[config.mk]
export PLATFORM = sky130hd
export DESIGN_NAME = axis_frame_pad_8
export DESIGN_NICKNAME = d
export VERILOG_FILES = /design/src/rtl/axis_frame_pad_8.sv
export SDC_FILE = /design/constraint.sdc
export NUM_CORES = 1
export LEC_CHECK = 0
export CAP_MARGIN = 20
export CELL_PAD_IN_SITES_DETAIL_PLACEMENT = 0
export CELL_PAD_IN_SITES_GLOBAL_PLACEMENT = 2
export CORE_ASPECT_RATIO = 1.5
export CORE_UTILIZATION = 27
export DETAILED_ROUTE_END_ITERATION = 8
export GPL_ROUTABILITY_DRIVEN = 0
export PLACE_DENSITY_LB_ADDON = 0.2
export SETUP_SLACK_MARGIN = 0.5
export SLEW_MARGIN = 20
export SYNTH_ARGS = -nofsm -noshare
export SYNTH_HDL_FRONTEND = slang
export SYNTH_SLANG_ARGS = --single-unit
export TNS_END_PERCENT = 5
[constraint.sdc]
create_clock -name clk -period 2.54 [get_ports clk]
set_clock_uncertainty 0.05 [all_clocks]
set_input_delay 0.508 -clock clk [delete_from_list [all_inputs] [get_ports clk]]
set_output_delay 0.508 -clock clk [all_outputs]
set_load 0.005 [all_outputs]
[src/rtl/axis_frame_pad_8.sv]
// rtl/axis_frame_pad_8.sv - 8-bit AXI-Stream frame conditioner: pads short frames, truncates long ones
// Status side channel is built only when FRAME_PAD_STATUS_EN is defined.

module axis_frame_pad_8 #(
  parameter int MIN_LENGTH = 60,
  parameter int MAX_LENGTH = 1514
) (
  input  logic        clk,
  input  logic        rst,
  input  logic [7:0]  input_axis_tdata,
  input  logic        input_axis_tkeep,
  input  logic        input_axis_tvalid,
  output logic        input_axis_tready,
  input  logic        input_axis_tlast,
  input  logic        input_axis_tuser,
  output logic [7:0]  output_axis_tdata,
  output logic        output_axis_tkeep,
  output logic        output_axis_tvalid,
  input  logic        output_axis_tready,
  output logic        output_axis_tlast,
  output logic        output_axis_tuser,
  output logic        status_valid,
  output logic        status_frame_pad,
  output logic        status_frame_truncate,
  output logic [15:0] status_frame_length,
  output logic [15:0] status_frame_original_length
);

  localparam logic [15:0] MIN_L = 16'(MIN_LENGTH);
  localparam logic [15:0] MAX_L = 16'(MAX_LENGTH);

  typedef enum logic [1:0] {
    S_TRANSFER = 2'd0,
    S_PAD      = 2'd1,
    S_TRUNCATE = 2'd2
  } state_t;

  state_t      state_q, state_d;
  logic [7:0]  tdata_q, tdata_d;
  logic        tkeep_q, tkeep_d;
  logic        tvalid_q, tvalid_d;
  logic        tlast_q, tlast_d;
  logic        tuser_q, tuser_d;
  logic        tuser_lat_q, tuser_lat_d;
  logic [15:0] cnt_out_q, cnt_out_d;

  logic        ld, in_ready, in_acc;
  logic [15:0] cnt_out_inc;
  logic        end_evt, end_pad, end_trunc, in_cnt_inc;
  logic [15:0] end_len;

  assign ld = output_axis_tready | ~tvalid_q;

  always_comb begin
    case (state_q)
      S_TRANSFER: in_ready = ld;
      S_TRUNCATE: in_ready = 1'b1;
      default:    in_ready = 1'b0;
    endcase
  end

  assign input_axis_tready = rst & in_ready;
  assign in_acc            = input_axis_tvalid & input_axis_tready;
  assign cnt_out_inc       = cnt_out_q + {15'd0, input_axis_tkeep};

  always_comb begin
    state_d     = state_q;
    tdata_d     = tdata_q;
    tkeep_d     = tkeep_q;
    tvalid_d    = tvalid_q;
    tlast_d     = tlast_q;
    tuser_d     = tuser_q;
    tuser_lat_d = tuser_lat_q;
    cnt_out_d   = cnt_out_q;
    end_evt     = 1'b0;
    end_pad     = 1'b0;
    end_trunc   = 1'b0;
    end_len     = cnt_out_q;
    in_cnt_inc  = 1'b0;
    if (ld) tvalid_d = 1'b0;
    case (state_q)
      S_TRANSFER: begin
        if (in_acc) begin
          in_cnt_inc = input_axis_tkeep;
          cnt_out_d  = cnt_out_inc;
          // tkeep=0 beats are only forwarded when they close the frame
          if (input_axis_tkeep || input_axis_tlast) begin
            tdata_d  = input_axis_tdata;
            tkeep_d  = input_axis_tkeep;
            tvalid_d = 1'b1;
            tlast_d  = 1'b0;
            tuser_d  = 1'b0;
          end
          if (input_axis_tlast) begin
            if (cnt_out_inc < MIN_L) begin
              tuser_lat_d = input_axis_tuser;
              state_d     = S_PAD;
            end else begin
              tlast_d   = 1'b1;
              tuser_d   = input_axis_tuser;
              end_evt   = 1'b1;
              end_len   = cnt_out_inc;
              cnt_out_d = 16'd0;
            end
          end else if (input_axis_tkeep && cnt_out_inc == MAX_L) begin
            tlast_d = 1'b1;
            tuser_d = input_axis_tuser;
            state_d = S_TRUNCATE;
          end
        end
      end
      S_PAD: begin
        if (ld) begin
          tdata_d   = 8'h00;
          tkeep_d   = 1'b1;
          tvalid_d  = 1'b1;
          tlast_d   = 1'b0;
          tuser_d   = 1'b0;
          cnt_out_d = cnt_out_q + 16'd1;
          if (cnt_out_q + 16'd1 == MIN_L) begin
            tlast_d   = 1'b1;
            tuser_d   = tuser_lat_q;
            end_evt   = 1'b1;
            end_pad   = 1'b1;
            end_len   = cnt_out_q + 16'd1;
            cnt_out_d = 16'd0;
            state_d   = S_TRANSFER;
          end
        end
      end
      S_TRUNCATE: begin
        if (in_acc) begin
          in_cnt_inc = input_axis_tkeep;
          if (input_axis_tlast) begin
            end_evt   = 1'b1;
            end_trunc = 1'b1;
            end_len   = cnt_out_q;
            cnt_out_d = 16'd0;
            state_d   = S_TRANSFER;
          end
        end
      end
      default: state_d = S_TRANSFER;
    endcase
  end

  always_ff @(posedge clk or negedge rst) begin
    if (!rst) begin
      state_q     <= S_TRANSFER;
      tdata_q     <= 8'h00;
      tkeep_q     <= 1'b0;
      tvalid_q    <= 1'b0;
      tlast_q     <= 1'b0;
      tuser_q     <= 1'b0;
      tuser_lat_q <= 1'b0;
      cnt_out_q   <= 16'd0;
    end else begin
      state_q     <= state_d;
      tdata_q     <= tdata_d;
      tkeep_q     <= tkeep_d;
      tvalid_q    <= tvalid_d;
      tlast_q     <= tlast_d;
      tuser_q     <= tuser_d;
      tuser_lat_q <= tuser_lat_d;
      cnt_out_q   <= cnt_out_d;
    end
  end

  assign output_axis_tdata  = tdata_q;
  assign output_axis_tkeep  = tkeep_q;
  assign output_axis_tvalid = tvalid_q;
  assign output_axis_tlast  = tlast_q;
  assign output_axis_tuser  = tuser_q;

`ifdef FRAME_PAD_STATUS_EN
  logic [15:0] cnt_in_q, cnt_in_d, cnt_in_sum;
  logic        st_valid_q, st_valid_d;
  logic        st_pad_q, st_pad_d;
  logic        st_trunc_q, st_trunc_d;
  logic [15:0] st_len_q, st_len_d;
  logic [15:0] st_orig_q, st_orig_d;

  // original length saturates rather than wrapping on huge input frames
  assign cnt_in_sum = (cnt_in_q == 16'hFFFF) ? cnt_in_q : cnt_in_q + {15'd0, in_cnt_inc};

  always_comb begin
    cnt_in_d   = cnt_in_sum;
    st_valid_d = end_evt;
    st_pad_d   = st_pad_q;
    st_trunc_d = st_trunc_q;
    st_len_d   = st_len_q;
    st_orig_d  = st_orig_q;
    if (end_evt) begin
      cnt_in_d   = 16'd0;
      st_pad_d   = end_pad;
      st_trunc_d = end_trunc;
      st_len_d   = end_len;
      st_orig_d  = cnt_in_sum;
    end
  end

  always_ff @(posedge clk or negedge rst) begin
    if (!rst) begin
      cnt_in_q   <= 16'd0;
      st_valid_q <= 1'b0;
      st_pad_q   <= 1'b0;
      st_trunc_q <= 1'b0;
      st_len_q   <= 16'd0;
      st_orig_q  <= 16'd0;
    end else begin
      cnt_in_q   <= cnt_in_d;
      st_valid_q <= st_valid_d;
      st_pad_q   <= st_pad_d;
      st_trunc_q <= st_trunc_d;
      st_len_q   <= st_len_d;
      st_orig_q  <= st_orig_d;
    end
  end

  assign status_valid                 = st_valid_q;
  assign status_frame_pad             = st_pad_q;
  assign status_frame_truncate        = st_trunc_q;
  assign status_frame_length          = st_len_q;
  assign status_frame_original_length = st_orig_q;
`else
  logic unused_status;
  assign unused_status = ^{end_evt, end_pad, end_trunc, end_len, in_cnt_inc};

  assign status_valid                 = 1'b0;
  assign status_frame_pad             = 1'b0;
  assign status_frame_truncate        = 1'b0;
  assign status_frame_length          = 16'd0;
  assign status_frame_original_length = 16'd0;
`endif

endmodule

==> impl_metrics.json, run 1 <==
{
  "status": "finished, violations left",
  "violations": "setup timing",
  "die_y_um": 132,
  "grt_first_pass_wirelength_um": 15800,
  "htreeDepth": 2,
  "cts.path.max_buffers": 2,
  "path_delay_family": "compound AO/OA/AOI/OAI gates",
  "wl_met1_um": 3770,
  "synthTopCellsByArea": "dfrtp_1 26%, buf_4 10%, o21ai_0 4.3%",
  "dr_wl_met3_um": 346,
  "post-route-min-period_ps": 2610,
  "vias_per_cell": 4.93,
  "power_frac_seq": 0.294,
  "min_path_type": "in -> async",
  "ys.flop_type": "dfrtp_1",
  "ys_types": 65,
  "area_growth_pct": 46.5,
  "critical_path_buf_inv_count": 4,
  "multiInputGateArea_sq_mm": 0.00216,
  "tns_ps": -397,
  "pre_cts_ws_ps": -638,
  "num_rows": 47,
  "synth-warning-count": 0,
  "ys_seq_area_frac": 0.257,
  "crit_top_cell": "buf_4",
  "switchingPower_w": 0.000755,
  "peakVddDrop_v": 0.000257,
  "hold_buffers": 0,
  "slowest_stage": "dfrtp_2",
  "initial_core_util": 0.275,
  "wl_per_cell_um": 16.3,
  "clock_latency_ps": 290,
  "layout_common_cells": "88 x buf_4, 35 x conb_1, 30 x dfrtp_1",
  "crit_required_ps": 2660,
  "rsz0062_at_grt": "true",
  "first_iter_violations": 120,
  "die_x_um": 88.4,
  "layout-drive-gt1-share": 0.340,
  "synth_edf_count": 0,
  "synth_fa_ha_area_frac": 0.0331,
  "p_clk_frac": 0.272,
  "core_sq_mm": 0.0110,
  "worst_slack_ps": -69.2,
  "finalSetupViolCount": 10,
  "combPwrFrac": 0.435,
  "io_buffers": 27,
  "ant_nets": 0,
  "muxShareOfSynthArea": 0.0153,
  "synth_top_family_by_area": "simple AND/OR/NAND/NOR gates",
  "drv_cap": 0,
  "p_sw_frac": 0.357,
  "fmax_ghz": 0.383,
  "critPathMaxStageDelay_ps": 400,
  "grt_pass1_vias": 3075,
  "p_int_w": 0.00136,
  "synth.avg_cell_area_sq_um": 8.09,
  "remaining_drc_errors": 0,
  "slew_violations": 0,
  "netlist_instances": 374,
  "min_period_over_period": 1.03,
  "cts_root_buf": "clkbuf_16",
  "finalHoldViolCount": 0,
  "netlist_area_sq_mm": 0.00302,
  "crit_path_start_kind": "flip-flop",
  "grt_max_degree": 23,
  "grt-ovfl-total": 0,
  "synth_compound_area_frac": 0.208,
  "vias": 3079,
  "routed-wl-met2_um": 5670,
  "cts_tree": "done",
  "synth_top_area_cell": "dfrtp_1",
  "final_nets": 500,
  "layout_commonest_cell": "buf_4",
  "pin_count": 63,
  "crit_path_cell_trace": "buf_12 > ha_4 > nand4_4 > nor3_2 > buf_4 > mux2i_4 > o2111ai_4 > o21ai_2 > buf_6 > buf_4 > nor4b_1 > a211o_1",
  "critPathMaxFanout": 7,
  "worstSetupPathType": "reg -> reg",
  "antenna_cells": 0,
  "power.density_mw_per_mm2": 477,
  "critPathArrivalTime_ps": 2730,
  "final.fill_count": 1115,
  "clock-sinks": 31,
  "synth-simple-area-share": 0.284,
  "drt_first_pass_iters": 4,
  "place_hpwl_um": 7830,
  "synth_top_cell_area_share": 0.257,
  "die-area_sq_mm": 0.0116,
  "ys_seq_elements": 31,
  "synth-xor-area-share": 0.0348,
  "total_leakage_power_nw": 1.85,
  "drt-total-wl_um": 10200,
  "synthArstFlopShare": 1.00,
  "cts_buffers": 5,
  "grt_usage": 0.179,
  "antenna_found_initial": 0,
  "end_kind": "flip-flop",
  "layout.cells.non_filler": 624,
  "regArea_sq_um": 777,
  "clk_pin_slew_worst_paths_ps": 60,
  "placedCellCount": 610,
  "top_layer_used": "met4"
}
## path summary, 6_finish.rpt
| path | from | end | slack [ps] | cells past startpoint |
|---|---|---|---|---|
| min in group clk | tuser_lat_q$_DFFE_PN0P_ | tuser_lat_q$_DFFE_PN0P_ | 470 | 1 |
| hold reg to reg | tuser_lat_q$_DFFE_PN0P_ | tuser_lat_q$_DFFE_PN0P_ | 470 | 1 |
| setup / recovery | cnt_out_q[0]$_DFFE_PN0P_ | cnt_out_q[2]$_DFFE_PN0P_ | -70 | 12 |
| max in group asynchronous | rst | cnt_out_q[11]$_DFFE_PN0P_ | 2000 | 2 |
| setup reg to reg | cnt_out_q[0]$_DFFE_PN0P_ | cnt_out_q[2]$_DFFE_PN0P_ | -70 | 12 |
| hold / removal | rst | state_q[0]$_DFFE_PN0P_ | 150 | 2 |
## cells by family (layout without fill, tap and decap cells)
group | Yosys count | after routing
AND/OR/NAND/NOR | 149 | 149
multiplexers | 4 | 4
other | 1 | 35
adder cells (fa/ha/maj) | 8 | 8
flip-flops | 31 | 31
AO/OA/AOI/OAI | 87 | 87
buffers and inverters | 82 | 151
XOR/XNOR | 12 | 12
## state kept, by name, indices dropped and copies added (netlist names)
| name | flops |
|---|---|
| output_axis_tvalid | 1 |
| output_axis_tuser | 1 |
| cnt_out_q | 16 |
| output_axis_tdata | 8 |
| output_axis_tlast | 1 |
| tuser_lat_q | 1 |
| state_q | 2 |
| output_axis_tkeep | 1 |
## through the flow
| stage | hold slack [ps] | total power (W) | utilization | cell area, sq um |
|---|---|---|---|---|
| after floorplan | 162 | 0.00113 | - | 3240 |
| after global placement | 426 | 0.00145 | 0.361 | 3970 |
| after detailed placement | 432 | 0.00146 | 0.361 | 3970 |
| after CTS | 147 | 0.00208 | 0.381 | 4190 |
| after global routing | 167 | 0.00223 | 0.403 | 4430 |
| final | 150 | 0.00211 | 0.403 | 4430 |
## what timing repair did
item / CTS / global route
pin swaps: 7 / 19
endpoints found under the hold margin: 0 / 0
setup buffers: 2 / 5
resized for setup: 19 / 37
setup endpoints to repair: 26 / 31
## power by group through the flow
stage	Sequential, W	Combinational [W]	Clock (W)
after floorplan	0.000591	0.000538	0
after global placement	0.000621	0.000830	0
after detailed placement	0.000622	0.000835	0
after CTS	0.000621	0.000865	0.000595
after global routing	0.000628	0.000996	0.000609
final	0.000620	0.000918	0.000573
## routing by layer
| layer | track usage | vias up |
|---|---|---|
| met3 | 0.0207 | 18 |
| met1 | 0.185 | 1481 |
| met2 | 0.340 | 87 |
| li1 | - | 1493 |
| met4 | 0.0878 | 0 |
| met5 | 0 | - |
## cells in the mapped netlist (2+ instances only)
cell type	n
nor2_1	25
mux2i_1	2
and2_1	4
a211o_1	3
clkbuf_1	13
buf_4	42
or2_2	4
a311o_1	2
buf_6	4
inv_1	15
nand3b_1	8
and3_1	7
and3_2	2
a21o_1	3
xor2_1	3
o2111ai_1	3
or3_1	5
o21ai_0	26
o32ai_1	2
a22o_1	3
or2_1	2
xnor2_1	9
nand3_1	14
nand4_1	12
dfrtp_1	31
nand2_1	22
nor4_1	4
nor3_1	15
buf_2	8
and4_2	2
o211ai_1	5
nor2b_1	4
a211oi_1	3
ha_1	8
o22ai_1	6
nor3b_1	2
a221o_1	6
nor4b_1	4
nand2b_1	5
a21oi_1	11
## final cells by class
cell class | count | share of cell area
Clock buffer | 7 | 0.0299
Tap cell | 147 | 0.0415
Sequential cell | 31 | 0.175
Inverter | 15 | 0.0127
Timing Repair Buffer | 129 | 0.252
Multi-Input combinational cell | 295 | 0.489
Note: power is estimated with default switching activity, not from simulation.
==> run 2, diff against run 1 <==
- GPL_TIMING_DRIVEN: unset -> 0
==> run 2 against run 1 <==
Net effect:
- the flow still finishes with violations (setup timing)
- worst setup slack improved by 18 ps
- core utilization grew 0.31 points
- cell count is 1.3% lower
- clock power is 27% higher
- largest power group unchanged
==> impl_metrics.json, run 2 (synthesis results as in run 1) <==
{
  "status": "finished, violations left",
  "violations": "setup timing",
  "place_hpwl_um": 7670,
  "die_y_um": 132,
  "crit_path_start": "cnt_out_q[0]$_DFFE_PN0P_",
  "combPwrFrac": 0.392,
  "vias_per_cell": 4.93,
  "worst_slack_ps": -50.9,
  "area_growth_pct": 47.6,
  "fmax_ghz": 0.386,
  "finalSetupViolCount": 8,
  "cts_root_buf": "clkbuf_16",
  "timing.rr.start": "cnt_out_q[0]$_DFFE_PN0P_",
  "drt_first_pass_iters": 4,
  "first_iter_violations": 108,
  "slowest_stage": "dfrtp_2",
  "cts_buffers": 5,
  "grt-ovfl-total": 0,
  "ant_nets": 0,
  "cts.path.max_buffers": 2,
  "largest_reg_flops": 16,
  "pin_count": 63,
  "worstSetupPathType": "reg -> reg",
  "peakVddDrop_v": 0.000290,
  "power_frac_seq": 0.277,
  "crit_path_cell_trace": "ha_4 > and3_4 > buf_8 > nand3_4 > mux2_4 > o2111ai_4 > o31ai_4 > buf_6 > buf_8 > o2bb2ai_2 > a221o_1",
  "grt_first_pass_wirelength_um": 16200,
  "finish.utilization": 0.406,
  "total_leakage_power_nw": 1.86,
  "rsz0062_at_grt": "true",
  "cts_tree": "done",
  "crit_required_ps": 2660,
  "antenna_cells": 0,
  "drv_cap": 0,
  "drt-total-wl_um": 10400,
  "slew_violations": 0,
  "path_depth": 11,
  "pre_cts_ws_ps": -1080,
  "post-route-min-period_ps": 2590,
  "num_rows": 47,
  "hold-worst-slack_ps": 44.9,
  "layout-drive-gt1-share": 0.348,
  "htreeDepth": 2,
  "grt_pass1_vias": 2888,
  "final.fill_count": 1173,
  "final_nets": 491,
  "die_x_um": 88.4,
  "layout_common_cells": "64 x buf_4, 35 x conb_1, 29 x dfrtp_1",
  "critPathMaxFanout": 10,
  "grt_usage": 0.187,
  "initial_core_util": 0.275,
  "path_delay_family": "compound AO/OA/AOI/OAI gates",
  "clock_latency_ps": 280,
  "end_kind": "flip-flop",
  "clock-sinks": 31,
  "p_sw_frac": 0.357,
  "io_buffers": 26,
  "r2r-end": "cnt_out_q[3]$_DFFE_PN0P_",
  "grt_max_degree": 26,
  "vias": 3039,
  "remaining_drc_errors": 0,
  "clk_pin_slew_worst_paths_ps": 60,
  "ff2ff_path_depth": 11,
  "min_path_type": "in -> async",
  "switchingPower_w": 0.000787,
  "die-area_sq_mm": 0.0116,
  "critical_path_buf_inv_count": 3,
  "layout_commonest_cell": "buf_4",
  "antenna_found_initial": 0,
  "endpoint": "cnt_out_q[3]$_DFFE_PN0P_",
  "rrSetupSlack_ps": -50,
  "core_sq_mm": 0.0110,
  "top_register": "cnt_out_q",
  "p_int_w": 0.00142,
  "critPathArrivalTime_ps": 2710,
  "crit_path_start_kind": "flip-flop",
  "finalHoldViolCount": 0,
  "wl_per_cell_um": 16.9,
  "crit_top_cell": "buf_8",
  "min_period_over_period": 1.02,
  "critPathMaxStageDelay_ps": 470,
  "power.density_mw_per_mm2": 494,
  "p_clk_frac": 0.331
}
## run 2: changes by cell type in the layout (fill, tap and decap cells not counted), moves of 3 or more
cell and change:
clkbuf_4 +4, and3_2 -3, buf_12 -3, buf_4 -24
buf_8 +5, nor2_1 -3, o21ai_1 +3, clkbuf_2 +3
clkbuf_8 +3, buf_2 +3
## run 2: repair_timing
item	4_1_cts	5_1_grt
gates resized for setup	73	31
gates cloned	1	0
endpoints found under the hold margin	0	0
pin swaps	18	13
setup buffers	23	2
setup endpoints to repair	31	31
hold buffers	0	0
## run 2: power groups by stage
stage                     logic [W]  registers (W)  clock network [W]
final                      0.000864       0.000610           0.000730
after global routing       0.000939       0.000618           0.000759
after CTS                  0.000837       0.000610           0.000743
after detailed placement   0.000712       0.000609                  0
after global placement     0.000709       0.000608                  0
after floorplan            0.000538       0.000591                  0
## run 2: worst min path at each step
stage                       startpoint                        to  slack [ps]  depth (start not counted)
5_1_grt                            rst    state_q[0]$_DFFE_PN0P_          60                          1
2_1_floorplan                      rst  cnt_out_q[0]$_DFFE_PN0P_         160                          0
3_5_place_dp                       rst    state_q[0]$_DFFE_PN0P_         380                          1
6_report                           rst    state_q[0]$_DFFE_PN0P_          40                          1
3_3_place_gp   tuser_lat_q$_DFFE_PN0P_   tuser_lat_q$_DFFE_PN0P_         430                          1
4_1_cts                            rst  cnt_out_q[5]$_DFFE_PN0P_          80                          1
## run 2: worst reg2reg max path: cells and delay by family, from the launching register on
family                     cells  cell delay, ps
AOI/OAI and AO/OA              4             770
adders and majority gates      1             190
buffers and inverters          3             410
DFF                            1             470
muxes                          1             320
and+or+nand+nor                2             240
## run 2: routing by layer
| layer | global-route usage | share of wire |
|---|---|---|
| met1 | 0.201 | 0.38 |
| met2 | 0.358 | 0.55 |
| met3 | 0.0232 | 0.041 |
| met4 | 0.0663 | 0.029 |
| met5 | 0 | 0 |
## run 2: stage by stage
stage	power, W	instance area [sq um]	std cells	setup TNS, ps
after floorplan	0.00113	3240	408	0
after global placement	0.00132	3690	581	-61060
after detailed placement	0.00132	3700	582	-23530
after CTS	0.00219	4350	614	-576
after global routing	0.00232	4460	616	-1750
final	0.00220	4460	616	-218
## run 2: final cells by class
type | instances | area [sq um] | area share
clock inverter | 2 | 35.0 | 0.00785
multi-input combinational | 295 | 2240 | 0.502
sequential | 31 | 778 | 0.174
inverter | 15 | 56.3 | 0.0126
timing repair buffer | 53 | 480 | 0.108
tap | 147 | 184 | 0.0412
clock buffer | 6 | 139 | 0.0311
buffer | 67 | 549 | 0.123
